`config.mk`:
```
export PLATFORM = sky130hd
export DESIGN_NAME = mem_arbiter2
export DESIGN_NICKNAME = d
export VERILOG_FILES = /design/src/rtl/mem_arb_pkg.sv /design/src/rtl/arb_mux2.sv /design/src/rtl/mem_arbiter2.sv
export SDC_FILE = /design/constraint.sdc
export NUM_CORES = 1
export LEC_CHECK = 0
export ABC_CLOCK_PERIOD_IN_PS = 4880
export BUFFER_PORTS_ARGS = -buffer_cell sky130_fd_sc_hd__buf_2
export CORE_AREA = 2 2 106 108
export CTS_BUF_LIST = sky130_fd_sc_hd__clkbuf_16
export DETAILED_ROUTE_END_ITERATION = 7
export DIE_AREA = 0 0 108 110
export GPL_ROUTABILITY_DRIVEN = 0
export MAX_ROUTING_LAYER = met4
export PLACE_DENSITY = 0.66
export SYNTH_ARGS = -nofsm -noshare
export SYNTH_HDL_FRONTEND = slang
export SYNTH_SLANG_ARGS = --single-unit
```
`constraint.sdc`:
```
create_clock -name clk -period 4.88 [get_ports clk]
set_clock_uncertainty 0.15 [all_clocks]
set_input_delay 0 -clock clk [delete_from_list [all_inputs] [get_ports clk]]
set_output_delay 0 -clock clk [all_outputs]
set_load 0.005 [all_outputs]
```
`src/rtl/mem_arb_pkg.sv`:
```
// Shared definitions for the two-requester memory-port arbiter.
package mem_arb_pkg;

    // Default data and address widths of the CPU memory port.
    localparam int unsigned DW_DEFAULT = 32;
    localparam int unsigned AW_DEFAULT = 32;

    // Requester indices, also the mux select value that steers each one.
    localparam logic REQ_FETCH = 1'b0;
    localparam logic REQ_DATA  = 1'b1;

    // Arbiter FSM states.
    typedef enum logic [1:0] {
        IDLE  = 2'd0,
        BUSY0 = 2'd1,
        BUSY1 = 2'd2
    } arb_state_e;

endpackage

```
`src/rtl/arb_mux2.sv`:
```
// Parameterised-width 2:1 combinational mux.
module arb_mux2 #(
    parameter int unsigned W = 1
) (
    input  logic [W-1:0] in0_i,
    input  logic [W-1:0] in1_i,
    input  logic         sel_i,
    output logic [W-1:0] out_o
);

    // Select in1 when sel_i is high, otherwise in0.
    always_comb begin
        out_o = sel_i ? in1_i : in0_i;
    end

endmodule

```
`src/rtl/mem_arbiter2.sv`:
```
// Two-requester arbiter for the single memory port: instruction fetch (0) and
// data access (1). Each transfer is a req/ack handshake ending in a one-cycle
// done pulse with the read data captured in rdata.
// Build option: define MEM_ARB_ROUND_ROBIN_EN for round-robin tie breaking;
// otherwise requester 1 wins every tie.
module mem_arbiter2
    import mem_arb_pkg::*;
#(
    parameter int unsigned DW = DW_DEFAULT,
    parameter int unsigned AW = AW_DEFAULT
) (
    input  logic          clk,
    input  logic          rst,
    input  logic          req0,
    input  logic          req1,
    input  logic [AW-1:0] addr0,
    input  logic [AW-1:0] addr1,
    input  logic [DW-1:0] wdata0,
    input  logic [DW-1:0] wdata1,
    input  logic          we0,
    input  logic          we1,
    output logic          gnt0,
    output logic          gnt1,
    output logic          done0,
    output logic          done1,
    output logic [DW-1:0] rdata,
    output logic          sel,
    output logic          mem_req,
    output logic [AW-1:0] mem_addr,
    output logic [DW-1:0] mem_wdata,
    output logic          mem_we,
    input  logic          mem_ack,
    input  logic [DW-1:0] mem_rdata
);

    localparam int unsigned MW = AW + DW + 1;

    arb_state_e    state_q, state_d;
    logic          sel_q, sel_d;
    logic          gnt0_q, gnt0_d;
    logic          gnt1_q, gnt1_d;
    logic          mem_req_q, mem_req_d;
    logic          done0_q, done0_d;
    logic          done1_q, done1_d;
    logic [DW-1:0] rdata_q, rdata_d;
`ifdef MEM_ARB_ROUND_ROBIN_EN
    logic          last_q, last_d;
`endif

    logic          elig0, elig1, pick1;
    logic [MW-1:0] mux_out;
    logic          mux_we;

    // Eligibility masks a requester during its own done cycle; picks the winner.
    always_comb begin
        elig0 = req0 & ~done0_q;
        elig1 = req1 & ~done1_q;
`ifdef MEM_ARB_ROUND_ROBIN_EN
        // On a tie, favour whoever was not granted last.
        pick1 = elig1 & (~elig0 | (last_q == REQ_FETCH));
`else
        pick1 = elig1;
`endif
    end

    // Next-state and registered-output logic of the transfer FSM.
    always_comb begin
        state_d   = state_q;
        sel_d     = sel_q;
        gnt0_d    = 1'b0;
        gnt1_d    = 1'b0;
        mem_req_d = 1'b0;
        done0_d   = 1'b0;
        done1_d   = 1'b0;
        rdata_d   = rdata_q;
`ifdef MEM_ARB_ROUND_ROBIN_EN
        last_d    = last_q;
`endif
        unique case (state_q)
            IDLE: begin
                if (elig0 || elig1) begin
                    mem_req_d = 1'b1;
`ifdef MEM_ARB_ROUND_ROBIN_EN
                    last_d    = pick1;
`endif
                    if (pick1) begin
                        state_d = BUSY1;
                        sel_d   = REQ_DATA;
                        gnt1_d  = 1'b1;
                    end else begin
                        state_d = BUSY0;
                        sel_d   = REQ_FETCH;
                        gnt0_d  = 1'b1;
                    end
                end
            end
            BUSY0: begin
                if (mem_ack) begin
                    state_d = IDLE;
                    done0_d = 1'b1;
                    rdata_d = mem_rdata;
                end else begin
                    gnt0_d    = 1'b1;
                    mem_req_d = 1'b1;
                end
            end
            BUSY1: begin
                if (mem_ack) begin
                    state_d = IDLE;
                    done1_d = 1'b1;
                    rdata_d = mem_rdata;
                end else begin
                    gnt1_d    = 1'b1;
                    mem_req_d = 1'b1;
                end
            end
            default: begin
                state_d = IDLE;
            end
        endcase
    end

    // State and output registers; reset aborts any transfer immediately.
    always_ff @(posedge clk or posedge rst) begin
        if (rst) begin
            state_q   <= IDLE;
            sel_q     <= REQ_FETCH;
            gnt0_q    <= 1'b0;
            gnt1_q    <= 1'b0;
            mem_req_q <= 1'b0;
            done0_q   <= 1'b0;
            done1_q   <= 1'b0;
            rdata_q   <= '0;
`ifdef MEM_ARB_ROUND_ROBIN_EN
            last_q    <= REQ_DATA;
`endif
        end else begin
            state_q   <= state_d;
            sel_q     <= sel_d;
            gnt0_q    <= gnt0_d;
            gnt1_q    <= gnt1_d;
            mem_req_q <= mem_req_d;
            done0_q   <= done0_d;
            done1_q   <= done1_d;
            rdata_q   <= rdata_d;
`ifdef MEM_ARB_ROUND_ROBIN_EN
            last_q    <= last_d;
`endif
        end
    end

    // One shared mux steers address, write data and write enable.
    arb_mux2 #(
        .W (MW)
    ) u_mux (
        .in0_i (({addr0, wdata0, we0})),
        .in1_i (({addr1, wdata1, we1})),
        .sel_i (sel_q),
        .out_o (mux_out)
    );

    // Unpack mux result; write enable only reaches memory during a request.
    always_comb begin
        mem_addr  = mux_out[MW-1 -: AW];
        mem_wdata = mux_out[DW:1];
        mux_we    = mux_out[0];
        mem_we    = mux_we & mem_req_q;
    end

    assign gnt0    = gnt0_q;
    assign gnt1    = gnt1_q;
    assign done0   = done0_q;
    assign done1   = done1_q;
    assign rdata   = rdata_q;
    assign sel     = sel_q;
    assign mem_req = mem_req_q;

endmodule
```
; After elaboration in Yosys (flattened, before gate mapping)
; Index checks and enable logic that the tools add are counted.
[totals]
reg_bits = 40
in_bits = 167
out_inout_bits = 103
[classes]
n_eq_ne = 4
mux = 17
bitwise = 5
reduce_logical = 6
[ops]
columns = op, count
row1 = 65-bit 2-to-1 mux, 1
row2 = 1-bit 2-to-1 mux, 9
row3 = 2-bit 2-to-1 mux, 3
row4 = 1-bit case mux with 2 select lines, 3
row5 = 2-bit AND reduction, 3
row6 = 2-bit case mux with 2 select lines, 1
row7 = 1-bit AND, 3
row8 = 2-bit by 1-bit equality test with 1-bit output (second input constant), 1
row9 = 2-bit equality test (second input constant), 1
row10 = 2-bit logical NOT, 1
row11 = 2-bit by 1-bit inequality test with 1-bit output (second input constant), 1
row12 = 2-bit inequality test (second input constant), 1
row13 = 1-bit inverter, 2
row14 = 2-bit OR reduction, 1
row15 = 1-bit logical OR, 1

; Depth between registers and ports, before layout
; Gate-level depths: netlist of run 1.
[logic_depth]
depth_word = 5
depth_mapped = 5
ltp_nobuf = 5

; By module
; From an unflattened synthesis of run 1, not the netlist that was laid out.
[hier_totals]
hier_cells = 177
hier_area_um2 = 2687.6
[by_module_without_submodules]
columns = module, instances, cells_each, area_each_um2, seq_area_each_um2
row1 = mem_arbiter2, 1, 105, 1695.4, 1001.0
row2 = arb_mux2, 1, 72, 992.2, 0.0

; Least setup slack after synthesis of run 1
; No wires, ideal clock.
[synth_path]
path_type = flip-flop to flip-flop
startpoint = register state_q[0]
endpoint = register rdata_q[0] (netlist: rdata[0])
setup_ps = 125
t_arrival_ps = 1333
required_time_ps = 4605
path_slack_ps = 3272
stages_incl_launch_ff = 6
synth_period_minus_slack_ps = 1608
path_cell_list = dfrtp_1 inv_1 ha_1 nand2_2 buf_6 mux2_4
[synth_between]
elab_chain_len = 3
elab_cells_between_ends = 4
classes_between = 2 x eq/ne / 2 x reduce/logical
[synth_rtl]
columns = item, line_no
row1 = start: declaration, mem_arbiter2.sv:38  ; arb_state_e state_q, state_d;
row2 = start signal: assignment, mem_arbiter2.sv:138  ; state_q <= state_d;
row3 = 2-bit equality test or 2-bit by 1-bit equality test with 1-bit output (tied branches), mem_arbiter2.sv:79  ; unique case (state_q)
row4 = 2-bit OR reduction (no line) *, n/a
row5 = 2-bit AND reduction (no line) *, n/a
row6 = end signal: assignment, mem_arbiter2.sv:145  ; rdata_q <= rdata_d;
row7 = end: declaration, mem_arbiter2.sv:45  ; logic [DW-1:0] rdata_q, rdata_d;
; Every way passes the cells marked *; elsewhere a longest branch is shown, timed or not.
; A chain may end at the register's enable or synchronous reset.

; Worst setup path after layout of run 1
[layout_path]
startpoint = register state_q[0]
endpoint = register rdata_q[22] (netlist: rdata[22])
; Same word-level chain as after synthesis.

==> flow_metrics.py, run 1 <==
metrics = {
    "layout": {
        "final_nets": 653,
        "drive_above_1_share": 0.776,
        "finalNonFillerCells": 625,
        "final_cell_mix": "buf_2, mux2_2, dfrtp_1, dlygate4sd3_1, mux2_4",
        "final_util": 0.416,
        "final_area_mm2": 0.00445,
        "final_common_cell": "buf_2",
        "syn2layout_area_growth_pct": 79.7,
        "fill_cells": 1004,
    },
    "timing": {
        "timing.final.crit_share": 0.458,
        "fmax_mhz": 447,
        "slew_headroom": 0.305,
        "period_minus_slack_ps": 2240,
        "drv_slew": 0,
        "tightest_slew_ps": 1040,
        "setup_ws_ps": 2640,
        "tns_ps": 0,
        "hold_ws_ps": 141,
        "rsz0062_at_grt": "false",
        "finalHoldViolations": 0,
        "finalSetupViolCount": 0,
    },
    "clock_network": {
        "postCtsSetupBuffers": 0,
        "clock_sinks": 40,
        "root_buffer": "clkbuf_16",
        "cts_tree": "done",
        "numCtsBuffers": 5,
        "clk_latency_ps": 280,
        "clk_pin_slew_worst_paths_ps": 60,
        "cts.path.max_buffers": 2,
        "htreeDepth": 2,
    },
    "placed_design": {
        "dpl.cell_count": 578,
        "postPlaceCellArea_mm2": 0.00393,
        "pre_cts_ws_ps": 2610,
        "dp_hpwl_mm": 6.40,
        "port-buffer-count": 269,
    },
    "global_route": {
        "overflow": 0,
        "antenna_found_initial": 2,
        "first_global_vias": 2440,
        "grt_use_total": 0.125,
        "grt_max_degree": 42,
        "grt_pass1_wl_mm": 11.4,
    },
    "routing": {
        "ant_nets": 0,
        "viasPerCell": 4.09,
        "dr.pass1.iters": 4,
        "drc_errors": 0,
        "first_iter_violations": 69,
        "vias": 2554,
        "avgRoutedWirePerCell_um": 13.2,
        "drt-total-wl_mm": 8.28,
    },
    "yosys": {
        "synth_cell_types": 18,
        "synth.avg_cell_area_um2": 14.0,
        "synth_top_area_cell": "dfrtp_1",
        "synth_area_leaders": "dfrtp_1, mux2_2, mux2_4",
        "syn_nets": 348,
        "syn_inst": 177,
        "syn_area_mm2": 0.00247,
        "synth_warnings": 0,
        "synth_top_area_frac": 0.405,
        "ys_ff_latch": 40,
        "yosysSeqAreaShare": 0.405,
    },
    "pwr": {
        "power_density_mw_per_mm2": 480,
        "leakage_nw": 2.41,
        "power.total_mw": 2.13,
        "ir_drop_mv": 0.303,
    },
    "worst_setup_path": {
        "worstSetupPathType": "flop to flop",
        "critPathLaunch": "state_q[0]",
        "arrival_ps": 2250,
        "r2r_cells": 4,
        "rr_startpoint": "state_q[0]",
        "cp-end-kind": "flop",
        "critPathMaxFanout": 32,
        "cp-start-kind": "flop",
        "required_ps": 4890,
    },
    "min_path": {
        "hp-class": "input port to output port",
        "holdPathStages": 3,
        "hold_start": "wdata1[19]",
    },
    "flow_run": {
        "drv_cap": 0,
    },
    "floorplan": {
        "die_y_um": 110,
        "core_region_area_mm2": 0.0107,
        "ios": 270,
        "dieArea_mm2": 0.0119,
        "die_w_um": 108,
        "num_rows": 38,
        "start_util": 0.231,
    },
    "status": {
        "status": "complete, no violations",
    },
}
## sequential cells by signal, indices dropped and copies added, names as in the netlist
register / flops
gnt0: 1
done0: 1
done1: 1
mem_req: 1
sel: 1
gnt1: 1
state_q: 2
rdata: 32
## cell type report
class,count,area [um2],area share
inverters,6,22.5,0.00507
well taps,140,175,0.0394
clock inverters,3,15.0,0.00338
diodes,2,5.00,0.00113
multi-input cells,121,1370,0.308
repair buffers,308,1730,0.390
flip-flops and latches,40,1000,0.225
clock buffers,5,125,0.0281
## cell families (layout without fill, tap and decap cells)
| family | count (synthesis) | count (layout) | synth area share |
|---|---|---|---|
| simple gates | 11 | 11 | 0.0258 |
| other cells | 0 | 2 | 0 |
| flops | 40 | 40 | 0.405 |
| mux | 97 | 97 | 0.487 |
| buf+inv | 16 | 322 | 0.0420 |
| compound gates | 9 | 9 | 0.0207 |
| fa+ha+maj | 4 | 4 | 0.0202 |
## repair_timing
action	4_1_cts	5_1_grt
hold buffers	37	0
hold endpoints to repair	77	0
resized for setup	0	0
## power breakdown
part / switching [mW] / internal (mW)
Sequential: 0.132 / 0.497
Combinational: 0.430 / 0.764
Clock: 0.124 / 0.186
## Yosys cell counts, drive strengths merged
cell,n
o21ai,4
mux2i,1
a32o,1
a21oi,3
o22ai,1
nor2b,3
and2,2
dfrtp,40
ha,4
mux2,96
inv,6
nand2b,3
nand2,3
buf,10
## worst paths after layout
kind | slack, ps | endpoint
setup reg to reg | 2640 | rdata[22]
min in group asynchronous | 270 | rdata[28]
hold / removal | 140 | mem_wdata[19]
setup / recovery | 2640 | rdata[22]
hold reg to reg | 360 | rdata[0]
max in group asynchronous | 3930 | sel
## routing by layer
layer  wire, um  vias up  global-route usage
met5          0        -                   -
met1       3130     1160               0.135
met3        630       11              0.0200
met4        163        0              0.0485
met2       4360      140               0.231
li1           -     1243                   -
## critical path: stages, from the launching register on
cell and delay, ps:
dfrtp_1 390, inv_1 80, ha_1 320, nand2_2 760
mux2_2 420
Power figures use the tool's default switching activity.
==> run 2: changes to the inputs <==
ABC_CLOCK_PERIOD_IN_PS = 2350   (was 4880)
CORE_AREA = 2 2 104 106   (was 2 2 106 108)
DIE_AREA = 0 0 106 108   (was 0 0 108 110)
PLACE_DENSITY = 0.68   (was 0.66)
clock period = 2.35 ns   (was 4.88 ns; I/O delays follow)
==> flow_metrics.py, run 2 (synthesis results as in run 1) <==
metrics = {
    "timing": {
        "drv_slew": 0,
        "rsz0062_at_grt": "false",
        "finalSetupViolCount": 0,
        "fmax_mhz": 515,
        "setup_ws_ps": 410,
        "tightest_slew_ps": 528,
        "finalHoldViolations": 0,
        "period_minus_slack_ps": 1940,
        "slew_headroom": 0.646,
        "timing.final.crit_share": 0.826,
        "tns_ps": 0,
    },
    "placed_design": {
        "port-buffer-count": 269,
        "dp_hpwl_mm": 6.79,
        "dpl.cell_count": 576,
        "pre_cts_ws_ps": 560,
    },
    "pwr": {
        "ir_drop_mv": 0.606,
        "p_sw_frac": 0.316,
        "p_int_mw": 3.15,
        "pwr-share-comb": 0.557,
        "leakage_nw": 2.44,
        "seq_power_share": 0.280,
        "clock_power_share": 0.163,
        "power.total_mw": 4.61,
        "power_switching_mw": 1.46,
        "power_density_mw_per_mm2": 1020,
    },
    "clock_network": {
        "clk_latency_ps": 270,
        "numCtsBuffers": 5,
        "clk_pin_slew_worst_paths_ps": 50,
        "postCtsSetupBuffers": 0,
        "cts.path.max_buffers": 2,
        "htreeDepth": 2,
        "clock_sinks": 40,
        "root_buffer": "clkbuf_16",
        "cts_tree": "done",
    },
    "layout": {
        "final_nets": 655,
        "largest_register_ffs": 32,
        "syn2layout_area_growth_pct": 82.2,
        "final_common_cell": "buf_2",
        "final_util": 0.441,
        "drive_above_1_share": 0.781,
        "final_cell_mix": "buf_2, mux2_2, dfrtp_1, dlygate4sd3_1, mux2_4",
        "finalNonFillerCells": 623,
    },
    "worst_setup_path": {
        "critPathMaxFanout": 50,
        "arrival_ps": 1790,
        "required_ps": 2200,
        "cp-start-kind": "flop",
        "cp-end-kind": "output port",
        "worstSetupPathType": "flop to output port",
        "r2r_cells": 5,
    },
    "global_route": {
        "grt_max_degree": 51,
        "grt_use_total": 0.138,
        "first_global_vias": 2609,
        "overflow": 0,
        "antenna_found_initial": 1,
        "grt_pass1_wl_mm": 12.1,
    },
    "routing": {
        "dr.pass1.iters": 4,
        "ant_nets": 0,
        "drt-total-wl_mm": 8.57,
        "drc_errors": 0,
        "viasPerCell": 4.19,
        "avgRoutedWirePerCell_um": 13.7,
        "first_iter_violations": 101,
        "vias": 2608,
    },
    "floorplan": {
        "num_rows": 37,
        "die_w_um": 106,
        "dieArea_mm2": 0.0114,
        "die_y_um": 108,
        "start_util": 0.242,
        "ios": 270,
        "core_region_area_mm2": 0.0102,
    },
    "min_path": {
        "hp-class": "input port to asynchronous set/reset pin",
    },
    "status": {
        "status": "complete, no violations",
    },
    "flow_run": {
        "drv_cap": 0,
    },
}
[run 2: cell count changes in the layout (fill, tap and decap cells not counted)]
| cell | before | now |
|---|---|---|
| buf_12 | 0 | 2 |
| bufinv_16 | 0 | 1 |
| inv_1 | 7 | 5 |
| clkinv_2 | 0 | 1 |
[run 2: area by class of cell]
type / instances / area [um2]
diodes: 2 / 5.00
clock buffers: 5 / 125
clock inverters: 3 / 42.5
fillers: 939 / 5720
inverters: 6 / 22.5
multi-input cells: 121 / 1370
flip-flops and latches: 40 / 1000
well taps: 136 / 170
repair buffers: 310 / 1770
[run 2: power by group through the flow]
stage                     sequential (mW)  clock (mW)  combinational [mW]
after floorplan                      1.24           0                1.61
after global placement               1.29           0                2.48
after detailed placement             1.28           0                2.54
after CTS                            1.29       0.775                2.60
after global routing                 1.34       0.800                2.75
final                                1.29       0.753                2.57
[run 2: path summary, 6_finish.rpt]
| check | start | endpoint | slack, ps |
|---|---|---|---|
| min in group clk | wdata1[15] | mem_wdata[15] | 140 |
| worst max-delay path | sel | mem_wdata[0] | 410 |
| max in group asynchronous | rst | rdata[5] | 1240 |
| worst max register to register | state_q[0] | rdata[23] | 570 |
| worst min-delay path | rst | rdata[10] | 130 |
| worst min register to register | rdata[4] | rdata[4] | 360 |
[run 2: per-layer routing]
metal / track usage / vias up / share of wire
li1: - / 1246 / -
met1: 0.136 / 1222 / 0.36
met2: 0.270 / 134 / 0.55
met3: 0.0271 / 6 / 0.073
met4: 0.0470 / 0 / 0.015
met5: - / - / 0
[run 2: repair_timing]
| action | 4_1_cts | 5_1_grt |
|---|---|---|
| hold buffers | 37 | 0 |
| endpoints found under the hold margin | 51 | 0 |
| resized for setup | 0 | 0 |
[run 2: worst max-delay path, stage by stage (launching register included)]
cell and delay, ps:
dfrtp_2 640, buf_12 320, mux2_2 400, buf_2 140
[run 2: through the flow]
stage                     hold slack (ps)  cell area [um2]
after floorplan                     -51.0             2470
after global placement               -157             3970
after detailed placement             -151             3970
after CTS                             106             4500
after global routing                  152             4510
final                                 131             4510
